<file path="src/rtl/msb_onehot_seq.sv">
// Bit-serial MSB finder: scans the captured word one bit per clock, MSB first,
// and returns the isolated most-significant set bit as a one-hot word (or a zero flag).
module msb_onehot_seq #(
   parameter int WIDTH = 8
) (
   input  logic             clk,
   input  logic             rst,
   input  logic             in_valid,
   output logic             in_ready,
   input  logic [WIDTH-1:0] in_data,
   output logic             out_valid,
   input  logic             out_ready,
   output logic [WIDTH-1:0] out_onehot,
   output logic             out_zero,
   output logic [1:0]       dbg_state
);

   // Handshake: a word transfers on a rising edge where in_valid && in_ready;
   // a result transfers on a rising edge where out_valid && out_ready.
   typedef enum logic [1:0] {
      S_IDLE = 2'd0,
      S_SCAN = 2'd1,
      S_DONE = 2'd2
   } state_t;

   localparam logic [WIDTH-1:0] C_TOP = {1'b1, {(WIDTH-1){1'b0}}};
   localparam logic [WIDTH-1:0] C_ONE = {{(WIDTH-1){1'b0}}, 1'b1};

   state_t           r_state, w_state_nxt;
   logic [WIDTH-1:0] r_data, w_data_nxt;
   logic [WIDTH-1:0] r_probe, w_probe_nxt;
   logic [WIDTH-1:0] r_onehot, w_onehot_nxt;
   logic             r_zero, w_zero_nxt;
   logic             r_out_valid, w_out_valid_nxt;
   logic             w_hit;

   assign w_hit = |(r_data & r_probe);

   always_comb begin
      w_state_nxt     = r_state;
      w_data_nxt      = r_data;
      w_probe_nxt     = r_probe;
      w_onehot_nxt    = r_onehot;
      w_zero_nxt      = r_zero;
      w_out_valid_nxt = r_out_valid;
      case (r_state)
         S_IDLE: begin
            if (in_valid) begin
               w_data_nxt  = in_data;
               w_probe_nxt = C_TOP;
               w_state_nxt = S_SCAN;
            end
         end
         S_SCAN: begin
            if (w_hit) begin
               w_onehot_nxt    = r_probe;
               w_zero_nxt      = 1'b0;
               w_out_valid_nxt = 1'b1;
               w_state_nxt     = S_DONE;
            end else if (r_probe == C_ONE) begin
               // Bit 0 tested without a hit: the whole word was zero.
               w_onehot_nxt    = '0;
               w_zero_nxt      = 1'b1;
               w_out_valid_nxt = 1'b1;
               w_state_nxt     = S_DONE;
            end else begin
               w_probe_nxt = r_probe >> 1;
            end
         end
         S_DONE: begin
            if (out_ready) begin
               w_out_valid_nxt = 1'b0;
               w_state_nxt     = S_IDLE;
            end
         end
         default: begin
            w_state_nxt     = S_IDLE;
            w_out_valid_nxt = 1'b0;
         end
      endcase
   end

   always_ff @(posedge clk) begin
      if (rst) begin
         r_state     <= S_IDLE;
         r_data      <= '0;
         r_probe     <= '0;
         r_onehot    <= '0;
         r_zero      <= 1'b0;
         r_out_valid <= 1'b0;
      end else begin
         r_state     <= w_state_nxt;
         r_data      <= w_data_nxt;
         r_probe     <= w_probe_nxt;
         r_onehot    <= w_onehot_nxt;
         r_zero      <= w_zero_nxt;
         r_out_valid <= w_out_valid_nxt;
      end
   end

   assign in_ready   = (r_state == S_IDLE) && !rst;
   assign out_valid  = r_out_valid;
   assign out_onehot = r_onehot;
   assign out_zero   = r_zero;
   assign dbg_state  = r_state;

endmodule

</file>
<file path="config.mk">
export PLATFORM = sky130hd
export DESIGN_NAME = msb_onehot_seq
export DESIGN_NICKNAME = d
export VERILOG_FILES = /design/src/rtl/msb_onehot_seq.sv
export SDC_FILE = /design/constraint.sdc
export NUM_CORES = 1
export LEC_CHECK = 0
export BUFFER_PORTS_ARGS = -buffer_cell sky130_fd_sc_hd__clkbuf_2
export CAP_MARGIN = 5
export CORE_ASPECT_RATIO = 0.8
export CORE_MARGIN = 5
export CORE_UTILIZATION = 42
export DETAILED_ROUTE_END_ITERATION = 10
export MAX_ROUTING_LAYER = met4
export SLEW_MARGIN = 20
export SYNTH_ARGS = -nofsm -noshare
export SYNTH_HDL_FRONTEND = slang
export SYNTH_SLANG_ARGS = --single-unit
</file>
<file path="constraint.sdc">
create_clock -name clk -period 2.52 [get_ports clk]
set_clock_uncertainty 0.2 [all_clocks]
set_input_delay 0.378 -clock clk [delete_from_list [all_inputs] [get_ports clk]]
set_output_delay 0.378 -clock clk [all_outputs]
set_load 0.02 [all_outputs]
</file>
==> impl_metrics.json, run 1 <==
{
  "fin_tns_setup_ns": 0,
  "hold_class": "input port to flip-flop",
  "coreArea_um2": 2520,
  "synthesis.nets": 136,
  "synth_top_area_frac": 0.492,
  "worstPathArrival_ns": 2.32,
  "layout_commonest_cell": "dfxtp_1",
  "cts_tree": "built",
  "status": "completed",
  "synthTopCellsByArea": "dfxtp_1 (49%), nand2b_1 (6.6%), nand2_1 (6.3%)",
  "min_delay_path_depth": 3,
  "route.antenna.remaining_nets": 0,
  "fmax_mhz": 436,
  "rrSetupSlack_ns": 0.23,
  "antenna_found_initial": 0,
  "cp_cell_sequence": "a22o_1 -> or4_1 -> or3_1 -> buf_4 -> mux2i_1",
  "synth_cells": 124,
  "wl_per_cell_um": 12.9,
  "r2r-start": "r_data[4]$_SDFFE_PP0P_",
  "rsz0062_at_grt": "false",
  "cts_setup_buffers": 0,
  "overflow": 0,
  "portBuffers": 24,
  "required_ns": 2.55,
  "cts_resized": 0,
  "diodes": 0,
  "clk_pin_slew_ns": 0.14,
  "ys_warn_count": 0,
  "power_mw": 0.755,
  "num_vias": 920,
  "power_density_nw_per_um2": 570,
  "clock_latency_ns": 0.32,
  "num_rows": 16,
  "maxCapViolations": 0,
  "slew_violations": 0,
  "slowest_stage": "or4_1",
  "grt_first_pass_wirelength_mm": 4.24,
  "drive_gt1_frac": 0.277,
  "gp_congestion": 0.723,
  "design.die.area_um2": 3860,
  "area_growth_pct": 16.4,
  "ys.flop_type": "dfxtp_1",
  "yosysUniqueCellTypes": 23,
  "critical_path_class": "flip-flop to flip-flop",
  "slowest_delay_ns": 0.54,
  "grt_pass1_vias": 946,
  "synth-edff-count": 0,
  "layout_worst_path_cycle_share": 0.910,
  "clockBufferDepth": 2,
  "dpl_worst_slack_ns": 0.243,
  "post-route-util": 0.525,
  "grt_util_all_layers": 0.145,
  "critPathLaunchType": "flip-flop",
  "syn_avg_cell_area_um2": 9.18,
  "r2r_end": "r_probe[3]$_SDFFE_PP0P_",
  "setup_ws_ns": 0.228,
  "ys_seq_area_frac": 0.492,
  "drt_iter0_markers": 40,
  "initial_core_util": 0.451,
  "cp_max_fo": 6,
  "hp-start": "in_data[6]",
  "synth_area_um2": 1140,
  "viasPerCell": 5.00,
  "endpoint_kind": "flip-flop",
  "cts_hold_buf": 0,
  "grt_max_degree": 25,
  "h-tree-depth": 1,
  "finalHoldViolations": 0,
  "setup_viol": 0,
  "numCtsBuffers": 3,
  "firstDrtPassIters": 4,
  "worst_ir_drop_vdd_uv": 346,
  "worst_slew_pin_slew_ns": 0.535,
  "min_to": "r_data[6]$_SDFFE_PP0P_",
  "ios": 25,
  "place_hpwl_mm": 1.77,
  "root_buffer": "clkbuf_4",
  "drc": 0,
  "nFillCells": 263,
  "cts.sinks": 28,
  "nNetsFinal": 161,
  "synth-async-reset-ratio": 0,
  "max_slew_margin": 0.643,
  "wirelength_mm": 2.38,
  "fin_crit_ns": 2.29,
  "ys_ff_latch": 28,
  "power_leakage_nw": 0.570,
  "die_h_um": 56.6,
  "r2r_cells": 5,
  "synth_top_area_cell": "dfxtp_1",
  "mostFrequentLayoutCells": "dfxtp_1 (28), clkbuf_2 (24), nand2_1 (19)",
  "die-width_um": 68.2
}
==> per-layer routing <==
| layer | part of all wire | vias to the layer above | track usage |
|---|---|---|---|
| li1 | - | 477 | - |
| met1 | 0.51 | 423 | 0.194 |
| met2 | 0.44 | 18 | 0.213 |
| met3 | 0.048 | 2 | 0.0479 |
| met4 | 0.0042 | 0 | 0.0255 |
| met5 | 0 | - | - |
==> worst max-delay path: cells and delay by family, from the launching register on <==
kind / cells / cell delay, ns
AOI/OAI and AO/OA: 1 / 0.25
buffers and inverters: 1 / 0.22
DFF: 1 / 0.34
muxes: 1 / 0.12
and+or+nand+nor: 2 / 1.07
==> Yosys cell counts, types with 2 or more instances <==
| cell | number |
|---|---|
| a31o_2 | 8 |
| clkbuf_1 | 4 |
| dfxtp_1 | 28 |
| mux2i_1 | 6 |
| nand2b_1 | 12 |
| o21ai_0 | 3 |
| nor2_1 | 12 |
| nand2_1 | 19 |
| nor3_1 | 2 |
| a21oi_1 | 11 |
| nor2b_1 | 3 |
| or4_1 | 2 |
| a22o_1 | 4 |
==> report_power, final <==
group,switching (mW),leakage (nW),internal [mW]
Sequential,0.00912,0.227,0.456
Combinational,0.0441,0.322,0.0303
Clock,0.127,0.0210,0.0885
==> final cells by class <==
class / count / area (µm²) / area share
multi-input cells: 90 / 548 / 0.414
well taps: 36 / 45.0 / 0.0340
clock buffers: 4 / 36.3 / 0.0274
flip-flops and latches: 28 / 561 / 0.423
repair buffers: 26 / 135 / 0.102
==> kinds of logic (layout without fill, tap and decap cells) <==
group           after synthesis  count (layout)  share of synthesized area
compound gates               28              28                      0.176
buf+inv                       6              30                     0.0264
flops                        28              28                      0.492
mux                           7               7                     0.0659
simple gates                 55              55                      0.240
==> worst max path at each step <==
stage / start / endpoint / slack [ns] / cells after the start
4_1_cts: r_probe[4]$_SDFFE_PP0P_ / r_probe[2]$_SDFFE_PP0P_ / 0.22 / 5
5_1_grt: r_data[4]$_SDFFE_PP0P_ / r_probe[2]$_SDFFE_PP0P_ / 0.15 / 5
2_1_floorplan: r_data[4]$_SDFFE_PP0P_ / r_probe[6]$_SDFFE_PP0P_ / 0.34 / 5
3_5_place_dp: r_probe[4]$_SDFFE_PP0P_ / r_probe[6]$_SDFFE_PP0P_ / 0.24 / 4
6_report: r_data[4]$_SDFFE_PP0P_ / r_probe[3]$_SDFFE_PP0P_ / 0.23 / 5
3_3_place_gp: r_probe[4]$_SDFFE_PP0P_ / r_probe[6]$_SDFFE_PP0P_ / 0.27 / 4
==> sequential cells by signal, summed over array words and instances (netlist names) <==
register / flops
out_zero: 1
r_data: 8
out_valid: 1
out_onehot: 8
dbg_state: 2
r_probe: 8
==> through the flow <==
stage | area (µm²) | hold slack, ns | std cells
2_1_floorplan | 1140 | 0.236 | 124
3_3_place_gp | 1290 | 0.246 | 180
3_5_place_dp | 1290 | 0.251 | 180
4_1_cts | 1330 | 0.0401 | 184
5_1_grt | 1330 | 0.0322 | 184
6_report | 1330 | 0.0514 | 184
No activity file was read; power rests on OpenSTA's default activity.
==> run 2, diff against run 1 <==
BUFFER_PORTS_ARGS = default   (was -buffer_cell sky130_fd_sc_hd__clkbuf_2)
DONT_BUFFER_PORTS = 1   (was default)
==> impl_metrics.json, run 2 (synthesis results as in run 1) <==
{
  "hp-start": "rst",
  "firstDrtPassIters": 4,
  "r2r-start": "r_probe[0]$_SDFFE_PP0P_",
  "nFillCells": 267,
  "slew_violations": 0,
  "worstPathArrival_ns": 2.34,
  "ios": 25,
  "die-width_um": 68.2,
  "h-tree-depth": 1,
  "holdWs_ns": 0.0462,
  "wl_met2_mm": 1.07,
  "portBuffers": 0,
  "r2r_cells": 4,
  "clk_pin_slew_ns": 0.14,
  "coreArea_um2": 2520,
  "num_vias": 879,
  "root_buffer": "clkbuf_4",
  "worst_ir_drop_vdd_uv": 297,
  "drc": 0,
  "comb_power_share": 0.099,
  "clockBufferDepth": 2,
  "maxCapViolations": 0,
  "num_rows": 16,
  "drt_iter0_markers": 33,
  "diodes": 0,
  "fin_crit_ns": 2.32,
  "critPathLaunchType": "flip-flop",
  "cp_cell_sequence": "a22o_1 -> or4_1 -> or3_1 -> mux2_4",
  "slowest_stage": "or3_1",
  "grt_util_all_layers": 0.142,
  "cp.depth": 4,
  "crit_buf_inv": 0,
  "place_hpwl_mm": 1.67,
  "p_sw_frac": 0.240,
  "drive_gt1_frac": 0.120,
  "cts.sinks": 28,
  "power_density_nw_per_um2": 554,
  "numCtsBuffers": 3,
  "wl_met3_um": 152,
  "finalHoldViolations": 0,
  "setup_viol": 0,
  "wirelength_mm": 2.41,
  "crit_start": "r_probe[0]$_SDFFE_PP0P_",
  "antenna_found_initial": 0,
  "status": "completed",
  "clock_latency_ns": 0.32,
  "area_growth_pct": 13.4,
  "internal-power_mw": 0.543,
  "hold_class": "input port to flip-flop",
  "layout_commonest_cell": "dfxtp_1",
  "die_h_um": 56.6,
  "endpoint": "r_probe[6]$_SDFFE_PP0P_",
  "max_slew_margin": 0.565,
  "wl_met1_mm": 1.17,
  "grt_pass1_vias": 868,
  "cts_setup_buffers": 0,
  "worst_slew_pin_slew_ns": 0.647,
  "endpoint_kind": "flip-flop",
  "mostFrequentLayoutCells": "dfxtp_1 (28), nand2_1 (19), nand2b_1 (12), nor2_1 (12), a21oi_1 (11)",
  "required_ns": 2.54,
  "nNetsFinal": 147,
  "design.die.area_um2": 3860,
  "rsz0062_at_grt": "false",
  "fin_tns_setup_ns": 0,
  "clock_power_share": 0.247,
  "path_delay_family": "simple AND/OR/NAND/NOR gates",
  "cts_tree": "built",
  "rrSetupSlack_ns": 0.20,
  "fmax_mhz": 431,
  "viasPerCell": 5.20,
  "critical_path_class": "flip-flop to flip-flop",
  "gp_congestion": 0.808,
  "highest_layer": "met4",
  "r2r_end": "r_probe[6]$_SDFFE_PP0P_",
  "seqPwrFrac": 0.654,
  "p_sw_mw": 0.172,
  "route.antenna.remaining_nets": 0,
  "layout_worst_path_cycle_share": 0.922,
  "wl_per_cell_um": 14.3,
  "cp_max_fo": 7,
  "grt_max_degree": 18,
  "slowest_delay_ns": 0.55,
  "power_leakage_nw": 0.502,
  "grt_first_pass_wirelength_mm": 4.08,
  "overflow": 0,
  "initial_core_util": 0.451
}
-- run 2: cell types whose count changed in the layout (fill, tap and decap cells not counted) --
cell | previous run | this run
clkbuf_8 | 1 | 0
clkbuf_2 | 24 | 0
o21ai_0 | 3 | 2
dlygate4sd3_1 | 0 | 10
o21ai_1 | 0 | 1
-- run 2: through the flow --
stage	total power, mW	setup WS [ns]	instance area [µm²]	cells	utilization
global placement	0.532	0.256	1170	156	0.463
global route	0.755	0.0893	1290	169	0.512
CTS	0.726	0.144	1290	169	0.512
detailed placement	0.534	0.231	1170	156	0.463
floorplan	0.527	0.338	1140	124	-
finish	0.715	0.198	1290	169	0.512
-- run 2: worst min-delay path by stage --
| stage | to | slack (ns) | cells past startpoint |
|---|---|---|---|
| floorplan | r_data[1]$_SDFFE_PP0P_ | 0.24 | 2 |
| global placement | r_data[2]$_SDFFE_PP0P_ | 0.24 | 2 |
| detailed placement | r_data[2]$_SDFFE_PP0P_ | 0.25 | 2 |
| CTS | r_probe[0]$_SDFFE_PP0P_ | 0.04 | 2 |
| global route | r_probe[7]$_SDFFE_PP0P_ | 0.04 | 2 |
| finish | r_probe[0]$_SDFFE_PP0P_ | 0.05 | 2 |
-- run 2: power by group through the flow --
| stage | Clock, mW | Sequential [mW] | Combinational [mW] |
|---|---|---|---|
| after floorplan | 0 | 0.474 | 0.0523 |
| after global placement | 0 | 0.477 | 0.0549 |
| after detailed placement | 0 | 0.478 | 0.0562 |
| after CTS | 0.187 | 0.468 | 0.0710 |
| after global routing | 0.206 | 0.470 | 0.0790 |
| final | 0.177 | 0.468 | 0.0707 |
-- run 2: final cells by class --
type	count	area [µm²]	area share
repair buffers	12	115	0.0891
multi-input cells	90	548	0.424
clock buffers	3	22.5	0.0174
well taps	36	45.0	0.0349
flip-flops and latches	28	561	0.434
-- run 2: what timing repair did --
action                                 CTS  global route
gates resized for setup                  0             1
endpoints found under the hold margin   13             0
setup endpoints to repair                0             1
hold buffers                            10             0
-- run 2: per-layer routing --
metal,global-route usage,vias to the layer above
li1,-,451
met1,0.187,404
met2,0.210,22
met3,0.0439,2
met4,0.0340,0
met5,-,-
